File: src/rtl/obc_bitplane_sequencer_if.sv
// Bundle between the bit-plane sequencer, its sample producer, the OBC ROM stage and the result consumer.
// No storage, so no latency.
// Carries both valid/ready pairs and the combinational ROM round trip (bit_x/m out, romout back).
interface obc_bitplane_sequencer_if #(
    parameter int DW   = 16,
    parameter int ACCW = 32 + DW
);
    logic              in_valid;
    logic              in_ready;
    logic [16*DW-1:0]  din;
    logic [15:0]       bit_x;
    logic              m;
    logic [31:0]       romout;
    logic              out_valid;
    logic              out_ready;
    logic [ACCW-1:0]   dout;

    // Sequencer side
    modport slave (
        input  in_valid, din, romout, out_ready,
        output in_ready, bit_x, m, out_valid, dout
    );

    // Producer / ROM / consumer side
    modport master (
        output in_valid, din, romout, out_ready,
        input  in_ready, bit_x, m, out_valid, dout
    );
endinterface

File: src/rtl/obc_bitplane_sequencer.sv
// Walks 16 captured samples bit-plane by bit-plane (LSB first) through an OBC ROM and shift-accumulates the partial sums.
// Latency: out_valid rises DW cycles after the load edge; one transform every DW+2 cycles.
// Backpressure: in_ready only in IDLE; the result is held in DONE until out_ready.
module obc_bitplane_sequencer #(
    parameter int DW   = 16,
    parameter int ACCW = 32 + DW
) (
    input  logic                    clk,
    input  logic                    rst,
    obc_bitplane_sequencer_if.slave bus
);
    localparam int BW = (DW > 1) ? $clog2(DW) : 1;

    typedef enum logic [1:0] {IDLE, RUN, DONE} state_t;

    state_t            state_q;
    state_t            state_d;
    logic [BW-1:0]     b_q;
    logic [ACCW-1:0]   acc_q;
    logic [16*DW-1:0]  smp_q;
    logic              load;
    logic              run;
    logic              last;
    logic [ACCW-1:0]   rom_ext;

    assign last    = (b_q == BW'(DW - 1));
    // ROM partial sum is signed; widen before shifting so high planes keep their sign.
    assign rom_ext = ACCW'($signed(bus.romout));
    assign bus.dout = acc_q;

    // State register
    always_ff @(posedge clk or posedge rst) begin
        if (rst) begin
            state_q <= IDLE;
        end else begin
            state_q <= state_d;
        end
    end

    // Next state and handshake outputs
    always_comb begin
        state_d       = state_q;
        load          = 1'b0;
        run           = 1'b0;
        bus.in_ready  = 1'b0;
        bus.out_valid = 1'b0;
        case (state_q)
            IDLE: begin
                bus.in_ready = 1'b1;
                if (bus.in_valid) begin
                    load    = 1'b1;
                    state_d = RUN;
                end
            end
            RUN: begin
                run = 1'b1;
                if (last) begin
                    state_d = DONE;
                end
            end
            DONE: begin
                bus.out_valid = 1'b1;
                if (bus.out_ready) begin
                    state_d = IDLE;
                end
            end
            default: state_d = IDLE;
        endcase
    end

    // Current bit-plane to the ROM; quiet outside RUN
    always_comb begin
        bus.bit_x = '0;
        bus.m     = 1'b0;
        if (run) begin
            for (int k = 0; k < 16; k++) begin
                bus.bit_x[k] = smp_q[k*DW + int'(b_q)];
            end
            bus.m = last;
        end
    end

    // Sample capture, plane index and shift-accumulate
    always_ff @(posedge clk or posedge rst) begin
        if (rst) begin
            smp_q <= '0;
            acc_q <= '0;
            b_q   <= '0;
        end else if (load) begin
            smp_q <= bus.din;
            acc_q <= '0;
            b_q   <= '0;
        end else if (run) begin
            acc_q <= acc_q + (rom_ext << b_q);
            if (!last) begin
                b_q <= b_q + 1'b1;
            end
        end
    end
endmodule

File: src/flat_wrapper.sv
// flat-port wrapper written by rule: the top's interface ports become plain ports
module obc_bitplane_sequencer_flat 
#(
    parameter int DW   = 16,
    parameter int ACCW = 32 + DW
)
  (clk, rst, bus_in_valid, bus_din, bus_romout, bus_out_ready, bus_in_ready, bus_bit_x, bus_m, bus_out_valid, bus_dout);
  obc_bitplane_sequencer_if #(.DW(DW), .ACCW(ACCW)) bus_i ();
  input  logic clk;
  input  logic rst;
  input wire logic [$bits(bus_i.in_valid)-1:0] bus_in_valid;
  input wire logic [$bits(bus_i.din)-1:0] bus_din;
  input wire logic [$bits(bus_i.romout)-1:0] bus_romout;
  input wire logic [$bits(bus_i.out_ready)-1:0] bus_out_ready;
  output wire logic [$bits(bus_i.in_ready)-1:0] bus_in_ready;
  output wire logic [$bits(bus_i.bit_x)-1:0] bus_bit_x;
  output wire logic [$bits(bus_i.m)-1:0] bus_m;
  output wire logic [$bits(bus_i.out_valid)-1:0] bus_out_valid;
  output wire logic [$bits(bus_i.dout)-1:0] bus_dout;
  assign bus_i.in_valid = bus_in_valid;
  assign bus_i.din = bus_din;
  assign bus_i.romout = bus_romout;
  assign bus_i.out_ready = bus_out_ready;
  assign bus_in_ready = bus_i.in_ready;
  assign bus_bit_x = bus_i.bit_x;
  assign bus_m = bus_i.m;
  assign bus_out_valid = bus_i.out_valid;
  assign bus_dout = bus_i.dout;
  obc_bitplane_sequencer #(.DW(DW), .ACCW(ACCW)) u_core (.clk(clk), .rst(rst), .bus(bus_i));
endmodule
File: config.mk
export PLATFORM = sky130hd
export DESIGN_NAME = obc_bitplane_sequencer_flat
export DESIGN_NICKNAME = d
export VERILOG_FILES = /design/src/rtl/obc_bitplane_sequencer_if.sv /design/src/rtl/obc_bitplane_sequencer.sv /design/src/flat_wrapper.sv
export SDC_FILE = /design/constraint.sdc
export NUM_CORES = 1
export LEC_CHECK = 0
export BUFFER_PORTS_ARGS = -buffer_cell sky130_fd_sc_hd__buf_2
export CAP_MARGIN = 5
export CORE_AREA = 4 4 252 192
export CTS_CLUSTER_SIZE = 16
export DETAILED_ROUTE_END_ITERATION = 8
export DIE_AREA = 0 0 256 196
export GPL_TIMING_DRIVEN = 1
export SYNTH_ARGS = -nofsm -noshare
export SYNTH_HDL_FRONTEND = slang
export SYNTH_SLANG_ARGS = --single-unit
File: constraint.sdc
create_clock -name clk -period 11.09 [get_ports clk]
set_clock_uncertainty 0.1 [all_clocks]
set_input_delay 1.109 -clock clk [delete_from_list [all_inputs] [get_ports clk]]
set_output_delay 1.109 -clock clk [all_outputs]
set_load 0.02 [all_outputs]
==> flow_summary.json, run 1 <==
{
  "outcome": "finished clean",
  "drt_iter0_drc": 1343,
  "crit_path_frequent_cell": "mux4_2",
  "rr_worst_depth": 14,
  "via_per_inst": 5.278,
  "tightestPinTransition_ns": 1.107,
  "crit_fanout": 57,
  "area_delta_synth_final_pct": 19.05,
  "fin_crit_ns": 5.279,
  "endpoint": "bus_bit_x[11]",
  "cts_tree": "built",
  "wl_per_cell_um": 18.86,
  "vdd_ir_drop_max_mv": 0.1387,
  "antenna_left": 0,
  "grt_pass1_vias": 15085,
  "setup-tns-final_ns": 0,
  "finalWeightedCongestion": 0.9389,
  "fmaxAchievable_mhz": 189.4,
  "critical_path.top_delay_family": "multiplexers",
  "clk_pin_slew_worst_paths_ns": 0.06,
  "grt-ovfl-total": 0,
  "rsz0062_at_grt": "no",
  "slew_violations": 0,
  "drc": 0,
  "powerDensity_nw_per_um2": 391.5,
  "reg2reg_slack_ns": 5.99,
  "worst_setup_path_end_kind": "output port",
  "cts_hold_buf": 0,
  "finalCritPeriodShare_pct": 47.60,
  "drv_cap": 0,
  "io_buffers": 358,
  "netlist_area_sq_um": 17790,
  "p_int_w": 0.004468,
  "cp-startpoint": "u_core.b_q[0]",
  "rows": 68,
  "avgSynthCellArea_sq_um": 8.885,
  "synth_flop_cell": "dfrtp_1",
  "grt_pass1_wl_mm": 85.44,
  "pre_cts_ws_ns": 6.123,
  "post-dp-hpwl_mm": 38.77,
  "p_leak_nw": 10.59,
  "final_common_cell": "nand2_1",
  "yosysUniqueCellTypes": 60,
  "cpPeakStageDelay_ns": 1.05,
  "combPwrFrac_pct": 59.1,
  "slowest_stage": "dfrtp_4",
  "cts_root_buf": "clkbuf_16",
  "core_sq_um": 45770,
  "r2r_start": "u_core.b_q[0]",
  "antenna_found_initial": 7,
  "power.net_switching_w": 0.003823,
  "num_vias": 15322,
  "final_area_sq_um": 21180,
  "clock_path_buffers": 3,
  "io_pins": 359,
  "die_w_um": 256,
  "place_area_sq_um": 19950,
  "path_buf_inv": 2,
  "synth.yosys.seq_area_share_pct": 43.61,
  "hold_violations": 0,
  "sequentialPowerShare_pct": 26.1,
  "post-cts-setup-buffers": 0,
  "layout_common_cells": "nand2_1 (849), buf_2 (358), dfrtp_1 (306)",
  "drt-total-wl_mm": 54.76,
  "crit_arrival_ns": 4.07,
  "p_sw_share_pct": 46.11,
  "finalSetupViolCount": 0,
  "grt_usage_pct": 21.10,
  "insertion_delay_ns": 0.51,
  "ys_ff_latch": 310,
  "async_flop_share_pct": 100.0,
  "ctsResizeCount": 0,
  "cts_max_level": 2,
  "syn_inst": 2002,
  "fin_ws_ns": 5.811,
  "synth-edff-count": 0,
  "worst-path-stages": 5,
  "hp-class": "flip-flop to flip-flop",
  "pwr-share-clk_pct": 14.8,
  "crit_chain": "buf_4 > mux4_2 > mux4_2 > and2_1 > buf_2",
  "die_y_um": 196,
  "dieArea_sq_um": 50180,
  "syn_nets": 2343,
  "grt_max_degree": 202,
  "dr.pass1.iters": 6,
  "cts_sinks": 310,
  "drive_above_1_share_pct": 23.96,
  "yosys_warnings": 0,
  "reg2reg_to": "u_core.bus.dout[44]",
  "fin_nets": 2619,
  "start_util_pct": 38.86,
  "cts_buffers": 35,
  "worstPathRequired_ns": 9.88,
  "crit_type": "flip-flop to output port",
  "cp-start-kind": "flip-flop",
  "max_slew_margin_pct": 26.22
}
==> flip-flops by register name (all words and copies together), names as in the netlist <==
register,cells
u_core.b_q,4
u_core.bus.dout,48
u_core.smp_q,256
u_core.state_q,2
==> per-stage QoR <==
step,hold WS (ns),instances,utilization [%],total power (W)
after floorplan,0.3403,2002,-,0.005731
after global placement,0.3531,2836,43.59,0.006968
after detailed placement,0.3579,2836,43.59,0.007033
after CTS,0.3732,2899,46.24,0.008299
after global routing,0.3852,2903,46.27,0.008973
final,0.3714,2903,46.27,0.008291
==> how the worst min path moves through the flow <==
| stage | start | to | cells after the start |
|---|---|---|---|
| 4_1_cts | u_core.smp_q[234] | u_core.smp_q[234] | 2 |
| 3_3_place_gp | u_core.smp_q[201] | u_core.smp_q[201] | 2 |
| 2_1_floorplan | u_core.smp_q[102] | u_core.smp_q[102] | 2 |
| 6_report | u_core.smp_q[182] | u_core.smp_q[182] | 2 |
| 5_1_grt | u_core.smp_q[71] | u_core.smp_q[71] | 2 |
| 3_5_place_dp | u_core.smp_q[228] | u_core.smp_q[228] | 2 |
==> synthesized netlist by cell type, types with 19 or more instances <==
| master | instances | area, sq um |
|---|---|---|
| dfrtp_1 | 310 | 7757 |
| o21ai_0 | 79 | 395.4 |
| mux4_2 | 95 | 2140 |
| xor2_1 | 22 | 192.7 |
| nand2_1 | 850 | 3191 |
| xnor2_1 | 19 | 166.4 |
| mux2i_1 | 48 | 480.5 |
| nand3_1 | 61 | 305.3 |
| nor2_1 | 51 | 191.4 |
| a21o_1 | 21 | 157.7 |
| a21oi_1 | 79 | 395.4 |
| clkbuf_1 | 108 | 405.4 |
| ha_1 | 48 | 600.6 |
| and2_1 | 25 | 156.4 |
==> power groups by stage <==
stage / clock, W / sequential (W) / combinational (W)
6_report: 0.00123 / 0.00216 / 0.00490
5_1_grt: 0.00131 / 0.00224 / 0.00543
4_1_cts: 0.00126 / 0.00217 / 0.00487
3_5_place_dp: 0 / 0.00218 / 0.00485
3_3_place_gp: 0 / 0.00216 / 0.00481
2_1_floorplan: 0 / 0.00206 / 0.00367
==> metal layers <==
layer | vias up | global-route usage (%) | wire length [um]
met2 | 494 | 31.68 | 23940
met4 | 4 | 5.401 | 1193
li1 | 7355 | - | -
met1 | 7391 | 31.67 | 26220
met5 | - | 0 | 14
met3 | 78 | 3.910 | 3395
==> cell type report <==
cell class,count,area [sq um]
clock buffers,43,957.2
multi-input cells,1545,9470
fillers,4425,24600
clock inverters,20,257.7
flip-flops and latches,310,7772
diodes,4,10.01
inverters,15,63.81
repair buffers,371,1902
well taps,595,744.5
==> cells by family after synthesis <==
group,after synthesis,synth area share (%)
buf+inv,147,3.264
fa+ha+maj,49,3.489
simple gates,1046,23.67
flops,310,43.61
mux,150,15.17
compound gates,259,8.778
xor+xnor,41,2.019
==> worst reg2reg max path: stages, from the launching register on <==
cell and delay, ns:
dfrtp_4 1.05, inv_1 0.49, o31a_1 0.45, mux2i_1 0.29
mux2i_1 0.13, ha_1 0.36, nand2_1 0.21, nor3_1 0.09
a21oi_1 0.30, a21oi_1 0.15, nor4_1 0.73, o31ai_1 0.20
a21o_1 0.22, xnor2_1 0.13, o21ai_1 0.07
(Power assumes the default switching activity.)
==> run 2: changes to the inputs <==
clock period = 5 ns   (was 11.09 ns; I/O delays follow)
==> flow_summary.json, run 2 (same netlist as run 1, synthesis figures left out) <==
{
  "p_sw_share_pct": 46.36,
  "path_buf_inv": 1,
  "crit_fanout": 37,
  "top_layer_used": "met4",
  "grt-ovfl-total": 0,
  "critical_path.top_delay_family": "simple AND/OR/NAND/NOR gates",
  "hold_violations": 0,
  "cts_max_level": 2,
  "pwr-share-clk_pct": 14.6,
  "min_path_cells": 3,
  "cts_root_buf": "clkbuf_16",
  "regMostFlops": "u_core.smp_q",
  "outcome": "finished clean",
  "powerDensity_nw_per_um2": 870.5,
  "cts_buffers": 35,
  "grt_pass1_wl_mm": 88.67,
  "drv_cap": 0,
  "dp_cells": 2840,
  "crit_arrival_ns": 4.91,
  "hp-class": "primary input to flip-flop",
  "drt-met1-wl_mm": 26.70,
  "area_delta_synth_final_pct": 19.50,
  "max_slew_margin_pct": 31.85,
  "grt_usage_pct": 21.98,
  "drc": 0,
  "slowest_stage": "buf_4",
  "power.net_switching_w": 0.008578,
  "setup-tns-final_ns": 0,
  "slew_violations": 0,
  "routed-wl-met3_mm": 3.659,
  "p_total_w": 0.01850,
  "antenna_found_initial": 10,
  "cts_tree": "built",
  "holdWs_ns": 0.06246,
  "worstPathRequired_ns": 5.30,
  "p_int_w": 0.009926,
  "core_sq_um": 45770,
  "dr.pass1.iters": 6,
  "p_leak_nw": 10.63,
  "start_util_pct": 38.86,
  "fin_nets": 2624,
  "io_buffers": 358,
  "met2_length_mm": 24.91,
  "crit_chain": "buf_4 > nand3_1 > mux2i_1 > mux2i_1 > ha_1 > a21o_1 > a21oi_1 > nand2b_1 > nor4_1 > o31ai_1 > a21o_1 > xnor2_1 > o21ai_1",
  "finalSetupViolCount": 0,
  "finalCritPeriodShare_pct": 92.20,
  "final_common_cell": "nand2_1",
  "combPwrFrac_pct": 59.7,
  "clk_pin_slew_worst_paths_ns": 0.07,
  "io_pins": 359,
  "worst-path-stages": 13,
  "insertion_delay_ns": 0.53,
  "clock_path_buffers": 3,
  "die_w_um": 256,
  "fin_crit_ns": 4.610,
  "largest_register_ff_count": 256,
  "final_area_sq_um": 21260,
  "vdd_ir_drop_max_mv": 0.4570,
  "drt-total-wl_mm": 56.46,
  "place_area_sq_um": 20030,
  "fmaxAchievable_mhz": 216.9,
  "via_per_inst": 5.315,
  "dieArea_sq_um": 50180,
  "layout_common_cells": "nand2_1 (849), buf_2 (358), dfrtp_1 (306)",
  "sequentialPowerShare_pct": 25.7,
  "drive_above_1_share_pct": 23.97,
  "antenna_left": 0,
  "crit_type": "flip-flop to flip-flop",
  "grt_pass1_vias": 15424,
  "finalWeightedCongestion": 0.9449,
  "rows": 68,
  "rr_worst_depth": 13,
  "cts_sinks": 310,
  "num_vias": 15461,
  "grt_max_degree": 172,
  "cp-start-kind": "flip-flop",
  "instances_no_fill": 2909,
  "post-dp-hpwl_mm": 40.31,
  "wl_per_cell_um": 19.41,
  "rsz0062_at_grt": "no",
  "drt_iter0_drc": 1500,
  "worst_setup_path_end_kind": "flip-flop",
  "tightestPinTransition_ns": 1.022,
  "die_y_um": 196,
  "cpPeakStageDelay_ns": 0.68
}
-- run 2: changes by cell type in the layout (fill, tap and decap cells not counted) --
| cell | before | now |
|---|---|---|
| buf_6 | 0 | 1 |
| buf_4 | 12 | 11 |
| clkbuf_1 | 4 | 5 |
| clkinv_2 | 7 | 5 |
| diode_2 | 4 | 7 |
| clkinv_4 | 2 | 1 |
| clkbuf_8 | 3 | 6 |
| bufinv_16 | 5 | 4 |
| inv_8 | 1 | 0 |
| buf_12 | 1 | 5 |
| clkinvlp_4 | 4 | 3 |
| dlygate4sd3_1 | 0 | 1 |
-- run 2: cell type report --
type	count	area [sq um]
clock inverters	14	193.9
flip-flops and latches	310	7772
inverters	15	60.06
well taps	595	744.5
diodes	7	17.52
repair buffers	376	1996
fillers	4520	24520
clock buffers	47	1002
multi-input cells	1545	9470
-- run 2: power by group through the flow --
stage                     combinational (W)  clock, W  sequential (W)
after floorplan                     0.00815         0         0.00457
after global placement               0.0109         0         0.00471
after detailed placement             0.0110         0         0.00477
after CTS                            0.0110   0.00278         0.00474
after global routing                 0.0122   0.00289         0.00489
final                                0.0111   0.00270         0.00475
-- run 2: final timing paths --
check	startpoint	to	slack, ns
setup / recovery	u_core.b_q[2]	u_core.bus.dout[44]	0.39
hold / removal	bus_din[3]	u_core.smp_q[3]	0.06
setup reg to reg	u_core.b_q[2]	u_core.bus.dout[44]	0.39
hold reg to reg	u_core.smp_q[194]	u_core.smp_q[194]	0.37
max in group asynchronous	rst	u_core.smp_q[165]	2.95
min in group asynchronous	rst	u_core.smp_q[38]	0.50
-- run 2: worst min-delay path, delay by kind of cell --
kind                   cells  cell delay (ns)
and+or+nand+nor            2             0.09
buffers and inverters      1             0.07
-- run 2: stage by stage --
step | worst slack (ns) | utilization, %
after global routing | 0.05624 | 46.43
final | 0.3901 | 46.44
after detailed placement | 0.2629 | 43.76
after floorplan | 0.2731 | -
after global placement | 0.2522 | 43.76
after CTS | 0.2527 | 46.39
-- run 2: metal layers --
metal	vias up	GRT usage, %
li1	7374	-
met1	7486	33.28
met2	528	32.77
met3	73	3.949
met4	0	5.482
met5	-	0
-- run 2: repair_timing --
action / 4_1_cts / 5_1_grt
resized for setup: 0 / 1
setup endpoints to repair: 0 / 2
setup buffers: 0 / 0
endpoints found under the hold margin: 21 / 0
hold buffers: 1 / 0
